[config.mk]
export PLATFORM = sky130hd
export DESIGN_NAME = mem_responder_flat
export DESIGN_NICKNAME = d
export VERILOG_FILES = /design/src/rtl/cpu_pkg.sv /design/src/rtl/mem_responder_if.sv /design/src/rtl/sp_ram.sv /design/src/rtl/mem_responder.sv /design/src/flat_wrapper.sv
export SDC_FILE = /design/constraint.sdc
export NUM_CORES = 1
export LEC_CHECK = 0
export BUFFER_PORTS_ARGS = -buffer_cell sky130_fd_sc_hd__buf_2
export CAP_MARGIN = 20
export CELL_PAD_IN_SITES_DETAIL_PLACEMENT = 1
export CELL_PAD_IN_SITES_GLOBAL_PLACEMENT = 1
export CORE_ASPECT_RATIO = 0.9
export CORE_MARGIN = 2
export CORE_UTILIZATION = 30
export CTS_CLUSTER_DIAMETER = 150
export DETAILED_ROUTE_END_ITERATION = 6
export PLACE_DENSITY = 0.56
export SYNTH_ARGS = -nofsm -noshare
export SYNTH_HDL_FRONTEND = slang
export SYNTH_HIERARCHICAL = 1
export SYNTH_SLANG_ARGS = --single-unit
[constraint.sdc]
create_clock -name clk -period 3.9 [get_ports clk]
set_input_delay 0.585 -clock clk [delete_from_list [all_inputs] [get_ports clk]]
set_output_delay 0.585 -clock clk [all_outputs]
set_load 0.01 [all_outputs]
[src/rtl/cpu_pkg.sv]
// Shared types and constants for the memory responder slice.
// Holds the default RAM depth, bus widths, FSM state encodings and byte-lane helpers.
// No logic of its own; imported by the interface, the RAM wrapper users and the top.
package cpu_pkg;

  localparam int DEF_MEMORY_SIZE = 32;  // RAM depth in 16-bit words
  localparam int BYTE_ADDR_W     = 8;   // load/store byte address width
  localparam int WORD_W          = 16;  // RAM word / instruction width
  localparam int BYTE_W          = 8;

  // FSM encoding kept as plain constants so older tools and dumps read it directly
  typedef logic [2:0] state_t;
  localparam state_t ST_IDLE      = 3'd0;
  localparam state_t ST_READ      = 3'd1;
  localparam state_t ST_RMW_READ  = 3'd2;
  localparam state_t ST_RMW_WRITE = 3'd3;
  localparam state_t ST_RESP      = 3'd4;

  // Pick one byte lane out of a word: hi = 1 selects [15:8]
  function automatic logic [BYTE_W-1:0] sel_byte(input logic [WORD_W-1:0] w, input logic hi);
    return hi ? w[15:8] : w[7:0];
  endfunction

  // Replace one byte lane of a word, keeping the other lane intact
  function automatic logic [WORD_W-1:0] merge_byte(input logic [WORD_W-1:0] w, input logic hi,
                                                   input logic [BYTE_W-1:0] b);
    return hi ? {b, w[7:0]} : {w[15:8], b};
  endfunction

endpackage

[src/rtl/mem_responder_if.sv]
// Bundle of the fetch port and the load/store request/response channels.
// master = CPU side (issues fetches and requests), slave = memory responder.
// Request uses valid/ready; response is held valid until the CPU takes it.
interface mem_responder_if #(
  parameter int WA_W = $clog2(cpu_pkg::DEF_MEMORY_SIZE)
);
  import cpu_pkg::*;

  logic                   fetch_req;
  logic [WA_W-1:0]        fetch_addr;
  logic                   fetch_valid;
  logic [WORD_W-1:0]      fetch_data;

  logic                   req_valid;
  logic                   req_ready;
  logic                   req_write;
  logic [BYTE_ADDR_W-1:0] req_addr;
  logic [BYTE_W-1:0]      req_wdata;

  logic                   rsp_valid;
  logic                   rsp_ready;
  logic [BYTE_W-1:0]      rsp_rdata;
  logic                   rsp_err;

  modport master (
    output fetch_req, fetch_addr, req_valid, req_write, req_addr, req_wdata, rsp_ready,
    input  fetch_valid, fetch_data, req_ready, rsp_valid, rsp_rdata, rsp_err
  );

  modport slave (
    input  fetch_req, fetch_addr, req_valid, req_write, req_addr, req_wdata, rsp_ready,
    output fetch_valid, fetch_data, req_ready, rsp_valid, rsp_rdata, rsp_err
  );

endinterface

[src/rtl/sp_ram.sv]
// Single-port word RAM: one read or one write per cycle, synchronous read.
// Latency: read data appears the cycle after en && !we; rdata holds until the next read.
// No backpressure; contents are not reset.
module sp_ram #(
  parameter int DEPTH = 32,
  parameter int AW    = $clog2(DEPTH),
  parameter int DW    = 16
) (
  input  logic          clk,
  input  logic          en,
  input  logic          we,
  input  logic [AW-1:0] addr,
  input  logic [DW-1:0] wdata,
  output logic [DW-1:0] rdata
);

  logic [DW-1:0] mem [DEPTH];

  // Single access port: a write does not disturb the last read value
  always_ff @(posedge clk) begin
    if (en) begin
      if (we) mem[addr] <= wdata;
      else    rdata     <= mem[addr];
    end
  end

endmodule

[src/rtl/mem_responder.sv]
// Byte load/store responder plus instruction fetch port sharing one single-port word RAM.
// Latency: fetch 1 cycle, load 2, store 3 (read-modify-write), out-of-range 1, from acceptance.
// Backpressure: req_ready only in IDLE; response held until rsp_ready; requests beat fetches.
module mem_responder #(
  parameter int MEMORY_SIZE = cpu_pkg::DEF_MEMORY_SIZE,
  parameter int WA_W        = $clog2(MEMORY_SIZE)
) (
  input  logic            clk,
  input  logic            rst_n,
  mem_responder_if.slave  bus
);
  import cpu_pkg::*;

  state_t            state;
  state_t            state_nxt;

  // Request captured at acceptance so later input changes are ignored
  logic              lat_write;
  logic              lat_hi;
  logic              lat_err;
  logic [WA_W-1:0]   lat_word;
  logic [BYTE_W-1:0] lat_wdata;

  logic              fetch_vld_q;
  logic              accept;
  logic              in_range;
  logic              fetch_go;

  logic              ram_en;
  logic              ram_we;
  logic [WA_W-1:0]   ram_addr;
  logic [WORD_W-1:0] ram_wdata;
  logic [WORD_W-1:0] ram_rdata;

  assign bus.req_ready = (state == ST_IDLE);
  assign accept        = bus.req_valid && bus.req_ready;
  assign in_range      = (32'(bus.req_addr[7:1]) < 32'(MEMORY_SIZE));
  // A fetch only gets the RAM when the IDLE cycle is not taken by a request
  assign fetch_go      = bus.fetch_req && (state == ST_IDLE) && !bus.req_valid;

  // Next-state selection
  always_comb begin
    state_nxt = state;
    case (state)
      ST_IDLE: begin
        if (accept) begin
          if (!in_range)         state_nxt = ST_RESP;
          else if (bus.req_write) state_nxt = ST_RMW_READ;
          else                   state_nxt = ST_READ;
        end
      end
      ST_READ:      state_nxt = ST_RESP;
      ST_RMW_READ:  state_nxt = ST_RMW_WRITE;
      ST_RMW_WRITE: state_nxt = ST_RESP;
      ST_RESP:      if (bus.rsp_ready) state_nxt = ST_IDLE;
      default:      state_nxt = ST_IDLE;
    endcase
  end

  // State register; reset aborts any in-flight read-modify-write before its write
  always_ff @(posedge clk or negedge rst_n) begin
    if (!rst_n) state <= ST_IDLE;
    else        state <= state_nxt;
  end

  // Capture the request fields on acceptance
  always_ff @(posedge clk or negedge rst_n) begin
    if (!rst_n) begin
      lat_write <= 1'b0;
      lat_hi    <= 1'b0;
      lat_err   <= 1'b0;
      lat_word  <= '0;
      lat_wdata <= '0;
    end else if (accept) begin
      lat_write <= bus.req_write;
      lat_hi    <= bus.req_addr[0];
      lat_err   <= !in_range;
      lat_word  <= WA_W'(bus.req_addr[7:1]);
      lat_wdata <= bus.req_wdata;
    end
  end

  // Fetch data is valid exactly one cycle after the RAM read it issued
  always_ff @(posedge clk or negedge rst_n) begin
    if (!rst_n) fetch_vld_q <= 1'b0;
    else        fetch_vld_q <= fetch_go;
  end

  // RAM port arbitration: at most one access per cycle, chosen by state
  always_comb begin
    ram_en    = 1'b0;
    ram_we    = 1'b0;
    ram_addr  = lat_word;
    ram_wdata = merge_byte(ram_rdata, lat_hi, lat_wdata);
    case (state)
      ST_IDLE: begin
        if (fetch_go) begin
          ram_en   = 1'b1;
          ram_addr = bus.fetch_addr;
        end
      end
      ST_READ, ST_RMW_READ: ram_en = 1'b1;
      ST_RMW_WRITE: begin
        ram_en = 1'b1;
        ram_we = 1'b1;
      end
      default: ram_en = 1'b0;
    endcase
  end

  sp_ram #(
    .DEPTH (MEMORY_SIZE),
    .AW    (WA_W),
    .DW    (WORD_W)
  ) u_ram (
    .clk   (clk),
    .en    (ram_en),
    .we    (ram_we),
    .addr  (ram_addr),
    .wdata (ram_wdata),
    .rdata (ram_rdata)
  );

  // RAM read data stays put in RESP (no access there), so outputs decode it directly
  assign bus.fetch_valid = fetch_vld_q;
  assign bus.fetch_data  = fetch_vld_q ? ram_rdata : '0;
  assign bus.rsp_valid   = (state == ST_RESP);
  assign bus.rsp_err     = (state == ST_RESP) && lat_err;
  assign bus.rsp_rdata   = ((state == ST_RESP) && !lat_write && !lat_err) ?
                           sel_byte(ram_rdata, lat_hi) : '0;

endmodule
[src/flat_wrapper.sv]
// flat-port wrapper written by rule: the top's interface ports become plain ports
module mem_responder_flat import cpu_pkg::*;
#(
  parameter int MEMORY_SIZE = cpu_pkg::DEF_MEMORY_SIZE,
  parameter int WA_W        = $clog2(MEMORY_SIZE)
)
  (clk, rst_n, bus_fetch_req, bus_fetch_addr, bus_req_valid, bus_req_write, bus_req_addr, bus_req_wdata, bus_rsp_ready, bus_fetch_valid, bus_fetch_data, bus_req_ready, bus_rsp_valid, bus_rsp_rdata, bus_rsp_err);
  mem_responder_if #(.WA_W(WA_W)) bus_i ();
  input  logic clk;
  input  logic rst_n;
  input wire logic [$bits(bus_i.fetch_req)-1:0] bus_fetch_req;
  input wire logic [$bits(bus_i.fetch_addr)-1:0] bus_fetch_addr;
  input wire logic [$bits(bus_i.req_valid)-1:0] bus_req_valid;
  input wire logic [$bits(bus_i.req_write)-1:0] bus_req_write;
  input wire logic [$bits(bus_i.req_addr)-1:0] bus_req_addr;
  input wire logic [$bits(bus_i.req_wdata)-1:0] bus_req_wdata;
  input wire logic [$bits(bus_i.rsp_ready)-1:0] bus_rsp_ready;
  output wire logic [$bits(bus_i.fetch_valid)-1:0] bus_fetch_valid;
  output wire logic [$bits(bus_i.fetch_data)-1:0] bus_fetch_data;
  output wire logic [$bits(bus_i.req_ready)-1:0] bus_req_ready;
  output wire logic [$bits(bus_i.rsp_valid)-1:0] bus_rsp_valid;
  output wire logic [$bits(bus_i.rsp_rdata)-1:0] bus_rsp_rdata;
  output wire logic [$bits(bus_i.rsp_err)-1:0] bus_rsp_err;
  assign bus_i.fetch_req = bus_fetch_req;
  assign bus_i.fetch_addr = bus_fetch_addr;
  assign bus_i.req_valid = bus_req_valid;
  assign bus_i.req_write = bus_req_write;
  assign bus_i.req_addr = bus_req_addr;
  assign bus_i.req_wdata = bus_req_wdata;
  assign bus_i.rsp_ready = bus_rsp_ready;
  assign bus_fetch_valid = bus_i.fetch_valid;
  assign bus_fetch_data = bus_i.fetch_data;
  assign bus_req_ready = bus_i.req_ready;
  assign bus_rsp_valid = bus_i.rsp_valid;
  assign bus_rsp_rdata = bus_i.rsp_rdata;
  assign bus_rsp_err = bus_i.rsp_err;
  mem_responder #(.MEMORY_SIZE(MEMORY_SIZE), .WA_W(WA_W)) u_core (.clk(clk), .rst_n(rst_n), .bus(bus_i));
endmodule
Yosys cells after proc, flatten, opt, wreduce, memory -nomap -nowiden
Memory sizes are Yosys's and may differ from the RTL's. A register that Yosys moved wholly into a read port is not among the register bits.
Cells that the tools add are included.
{"block": "classes", "magnitude_cmp": 1, "muxes": 17, "eq_ne": 6, "reduce_logical": 15, "n_bitwise": 1}
{"cell": "$mux 16", "count": 2}
{"cell": "$mux 8", "count": 2}
{"cell": "$pmux 3 s4", "count": 1}
{"cell": "$mux 5", "count": 2}
{"cell": "$mux 3", "count": 3}
{"cell": "$lt 7x6->1 const B", "count": 1}
{"cell": "$eq 3x2->1 const B", "count": 2}
{"cell": "$logic_and 1x1->1", "count": 6}
{"cell": "$mux 1", "count": 5}
{"cell": "$logic_not 1->1", "count": 4}
{"cell": "$ne 2x2->1 const B", "count": 2}
{"cell": "$reduce_and 2->1", "count": 2}
{"cell": "$eq 3x1->1 const B", "count": 1}
{"cell": "$eq 3x3->1 const B", "count": 1}
{"cell": "$logic_not 3->1", "count": 1}
{"cell": "$reduce_or 3->1", "count": 1}
{"cell": "$mux 2", "count": 1}
{"cell": "$pmux 1 s2", "count": 1}
{"cell": "$reduce_or 2->1", "count": 1}
{"cell": "$not 1->1", "count": 1}
{"block": "totals", "wordCells": 48, "memories": 1, "out_inout_bits": 28, "in_bits": 27, "ff_bits": 20, "mem_bits_rw": 512}
{"name": "u_core.u_ram.mem", "words": 32, "word_bits": 16, "rd": 1, "rd_ports_with_merged_regs": 1, "wr": 1, "line_no": "sp_ram.sv:17", "text": "logic [DW-1:0] mem [DEPTH];"}

Longest topological paths before layout
{"block": "logic_depth", "word_depth": 7, "depth_mapped": 11, "mapped_depth_nobuf": 7}

Hierarchy
The synthesis kept the hierarchy.
{"mod": "sp_ram", "n_inst": 1, "seq_area_each_um2": 15855.2, "area_per_inst_um2": 20264.4, "cells_per_inst": 1089}
{"mod": "mem_responder", "n_inst": 1, "seq_area_each_um2": 500.5, "area_per_inst_um2": 1336.3, "cells_per_inst": 120}

Least setup slack after synthesis
Ideal clock, no wire load.
{"block": "synth_timing", "kind": "register -> register", "start": "reg u_core.state[1]", "end": "mem u_core.u_ram.mem[26][0], enable pin", "setup_time_ps": 409, "required_ps": 3491, "n_path_buf": 4, "period_less_slack_ps": 3888, "stages_incl_launch_ff": 10, "path_slack_ps": 12, "t_arrival_ps": 3478, "path_cell_list": "dfrtp_1 clkbuf_2 nor3_1 nand3_1 mux2_2 buf_2 buf_4 buf_2 nand4b_1 nor3_1"}
{"block": "synth_between", "elab_cells_between_ends": 15, "cone_classes": "eq/ne: 3; mux: 8; reduce/logical: 4"}
{"element": "from (decl)", "line_no": "mem_responder.sv:14", "text": "state_t state;"}
{"element": "from (signal assigned)", "line_no": "mem_responder.sv:63", "text": "else state <= state_nxt;"}
{"element": "$logic_not 3->1 (*)"}
{"element": "via bus_req_ready", "line_no": "flat_wrapper.sv:20", "text": "output wire logic [$bits(bus_i.req_ready)-1:0] bus_req_ready;"}
{"element": "$logic_and 1x1->1 (2 in a row)", "line_no": "mem_responder.sv:39", "text": "assign fetch_go = bus.fetch_req && (state == ST_IDLE) && !bus.req_valid;"}
{"element": "$mux 5", "line_no": "mem_responder.sv:97", "text": "if (fetch_go) begin"}
{"element": "$mux 5 (*)", "line_no": "mem_responder.sv:95", "text": "case (state)"}
{"element": "via u_core.ram_addr[1]", "line_no": "mem_responder.sv:31", "text": "logic [WA_W-1:0] ram_addr;"}
{"element": "to (decl)", "line_no": "sp_ram.sv:17"}
Mark *: on every way through the listed nets, which the timed path passes. The rest lies on a longest branch.

Final worst setup path
{"block": "layout_timing", "start": "reg u_core.state[1]", "end": "reg u_core.u_ram.rdata[9], read port of u_core.u_ram.mem, data pin"}
{"block": "layout_between", "elab_cells_between_ends": 14, "cone_classes": "eq/ne: 3; mux: 5; bitwise: 1; reduce/logical: 5"}
{"element": "$logic_not 3->1 (*)", "line_no": "mem_responder.sv:39, mem_responder.sv:95"}
{"element": "$logic_and 1x1->1 (2 in a row)", "line_no": "mem_responder.sv:39"}
{"element": "$mux 5", "line_no": "mem_responder.sv:97"}
{"element": "$mux 5 (*)", "line_no": "mem_responder.sv:95"}
{"element": "via u_core.ram_addr[1]", "line_no": "mem_responder.sv:31"}
{"element": "to (decl)", "line_no": "sp_ram.sv:14", "text": "output logic [DW-1:0] rdata"}
Marks and branches as above.
A chain may end at the register's enable or synchronous reset.

==> summary.txt <==
status -> completed
power per cell area -> 794 nW/um^2
Yosys reg bits -> 548
CP Launch Type -> flip-flop
via count -> 11600
CP Max Fanout -> 19
max-cap viol count -> 0
Netlist cell types -> 39
Setup Viol. Count Final -> 0
asr flop ratio synth -> 3.65%
RSZ-0062 raised after global routing -> false
GRT Util Overall -> 16.1%
crit end category -> flip-flop
share of layout cells above drive strength 1 -> 20.0%
placed cell count -> 2219
Lkg Pwr -> 8.88 nW
worst slew pin tran -> 926 ps
port bufs -> 54
chip width -> 287 um
Yosys warning total -> 6
drt initial violations -> 869
Syn Std Cell Area -> 21600 um^2
Worst Skew -> 32.8 ps
syn_area_per_cell -> 17.9 um^2
core area -> 71400 um^2
number of synthesized flops with an enable pin -> 528
WS Path Type -> flip-flop to flip-flop
Hold Vio Cnt, Final -> 0
routability cong. -> 0.781
net count after synthesis -> 1236
CP Data Required Time -> 4260 ps
via density per instance -> 4.98
final WL -> 60200 um
largest cells by area after synthesis -> edfxtp_1 (73%), mux2i_1 (12%), o22ai_1 (3.7%), dfrtp_1 (2.3%), mux2_2 (1.5%)
CP peak stage delay -> 550 ps
Worst-path clk slew -> 60 ps
Arr. time, crit path -> 4140 ps
area leader, netlist -> edfxtp_1
Peak supply drop -> 0.535 mV
htree depth -> 2
period utilization -> 96.9%
Die ar. -> 74200 um^2
Rel. slew slack -> 38.3%
clk buf depth -> 3
CP max stage cell -> nor4_4
Synth Instances -> 1209
Remaining DRCs -> 0
Final min period -> 3780 ps
Rows -> 93
count leader, synth -> edfxtp_1
Antenna Violating Nets Remaining -> 0
global-route wire length before repair -> 87200 um
root buf cell -> clkbuf_16
CTS tree -> done
Die Height -> 259 um
sequential fraction of the synthesis area -> 75.7%
type of the worst min-delay path -> input port to flip-flop
largest net degree at the start of global routing -> 33
DR WL/cell -> 25.8 um
fin. max-slew vios -> 0
drt pass-1 iters -> 5
layout net count -> 1358
worst skew pair latency -> 630 ps
Post-synth top cells -> edfxtp_1 (528), mux2i_1 (264), o22ai_1 (127), buf_2 (47), nor2_1 (42)
TritonCTS Buffers -> 57
detailed-placement wirelength estimate -> 37700 um
Initial Util -> 30.2%
Synth top area share -> 73.4%
IO Pins -> 55
number of global-route vias before repair -> 11900
setup TNS -> 0 ps
Non-Filler Instances -> 2332
total gr overflow -> 0
Max Clk Rate -> 265 MHz
Top FF cell, synth -> edfxtp_1
Finished Core Util -> 35.5%
initial antenna violation count -> 1
area grow syn2layout -> 17.3%
clk sinks -> 548
R2R setup slack -> 120 ps
crit path cell chain -> nor3_1, nand3_2, mux2_8, buf_12, buf_4, mux2i_1, o22ai_1, nor4_4, nand2_1
==> worst max-delay path, delay by kind of cell, from the launching register on <==
kind,cells,cell delay [ps]
compound gates,1,290
mux,2,790
flops,1,460
buf+inv,2,580
simple gates,4,1370
==> per-stage QoR <==
stage	hold slack, ps	area [um^2]	worst slack, ps	power [mW]
2_1_floorplan	289	21600	12.2	11.9
3_3_place_gp	501	23300	-304	14.6
3_5_place_dp	496	23300	-402	14.7
4_1_cts	171	25300	55.3	20.3
5_1_grt	177	25300	18.8	20.9
6_report	203	25300	121	20.1
==> layer usage <==
metal	vias to the layer above	part of all wire [%]	GRT usage (%)
li1	5115	-	-
met1	6155	46	22.6
met2	279	47	26.2
met3	66	4.8	2.51
met4	0	2.0	4.04
met5	-	0	0
==> state kept, by name, summed over array words and instances (netlist names) <==
signal,cells
u_core/u_ram/mem,512
u_core/lat_wdata,8
u_core/bus.fetch_valid,1
u_core/lat_err,1
u_core/lat_word,5
u_core/lat_write,1
u_core/state,3
u_core/lat_hi,1
u_core/u_ram/rdata,16
==> final timing paths <==
path	to	from	cells after the start
max	u_core/u_ram/rdata[9]	u_core/state[1]	9
min	u_core/lat_wdata[6]	bus_req_wdata[6]	2
max reg2reg	u_core/u_ram/rdata[9]	u_core/state[1]	9
min reg2reg	u_core/lat_word[4]	u_core/lat_word[4]	1
max in group asynchronous	u_core/lat_wdata[6]	rst_n	2
min in group asynchronous	u_core/lat_err	rst_n	2
==> layout by cell type, fill, tap and decap left out, types with 3 or more instances in the layout <==
cell type and count:
nand2_1 20, clkbuf_1 10, o22ai_1 127, buf_2 54
bufinv_16 6, clkbuf_8 3, inv_1 4, clkbuf_16 60
mux2_4 10, nand4b_1 4, nor4_1 28, clkinv_2 14
buf_12 5, clkinv_1 9, and2_1 17, nand4bb_1 6
edfxtp_1 528, mux2_2 27, dfrtp_1 20, nor2_1 42
nor3_2 4, or4b_4 3, mux2i_1 264, buf_4 74
diode_2 4, nor3_1 3
==> cells by family after synthesis <==
| kind of cell | count (synthesis) | synth area share, % |
|---|---|---|
| flops | 548 | 75.7 |
| mux | 300 | 14.2 |
| simple gates | 150 | 4.03 |
| compound gates | 134 | 3.94 |
| buf+inv | 77 | 2.06 |
==> what timing repair did <==
item | CTS | global route
resized for setup | 5 | 3
setup buffers | 0 | 0
hold buffers | 1 | 0
endpoints found under the setup margin | 4 | 5
gates cloned | 1 | 1
hold endpoints to repair | 20 | 0
==> where the power goes <==
part           total, mW  internal (mW)  switching, mW
clock network       5.51           3.26           2.26
registers           8.26           8.00          0.264
logic               6.35           2.03           4.32
total               20.1           13.3           6.84
==> cell type report <==
class	count	area, um^2
multi-input cells	586	4920
fillers	7230	46100
inverters	4	15.0
repair buffers	134	936
diodes	4	10.0
flip-flops and latches	548	16400
clock inverters	33	335
clock buffers	73	1580
well taps	950	1190
Note: power is estimated with default switching activity, not from simulation.
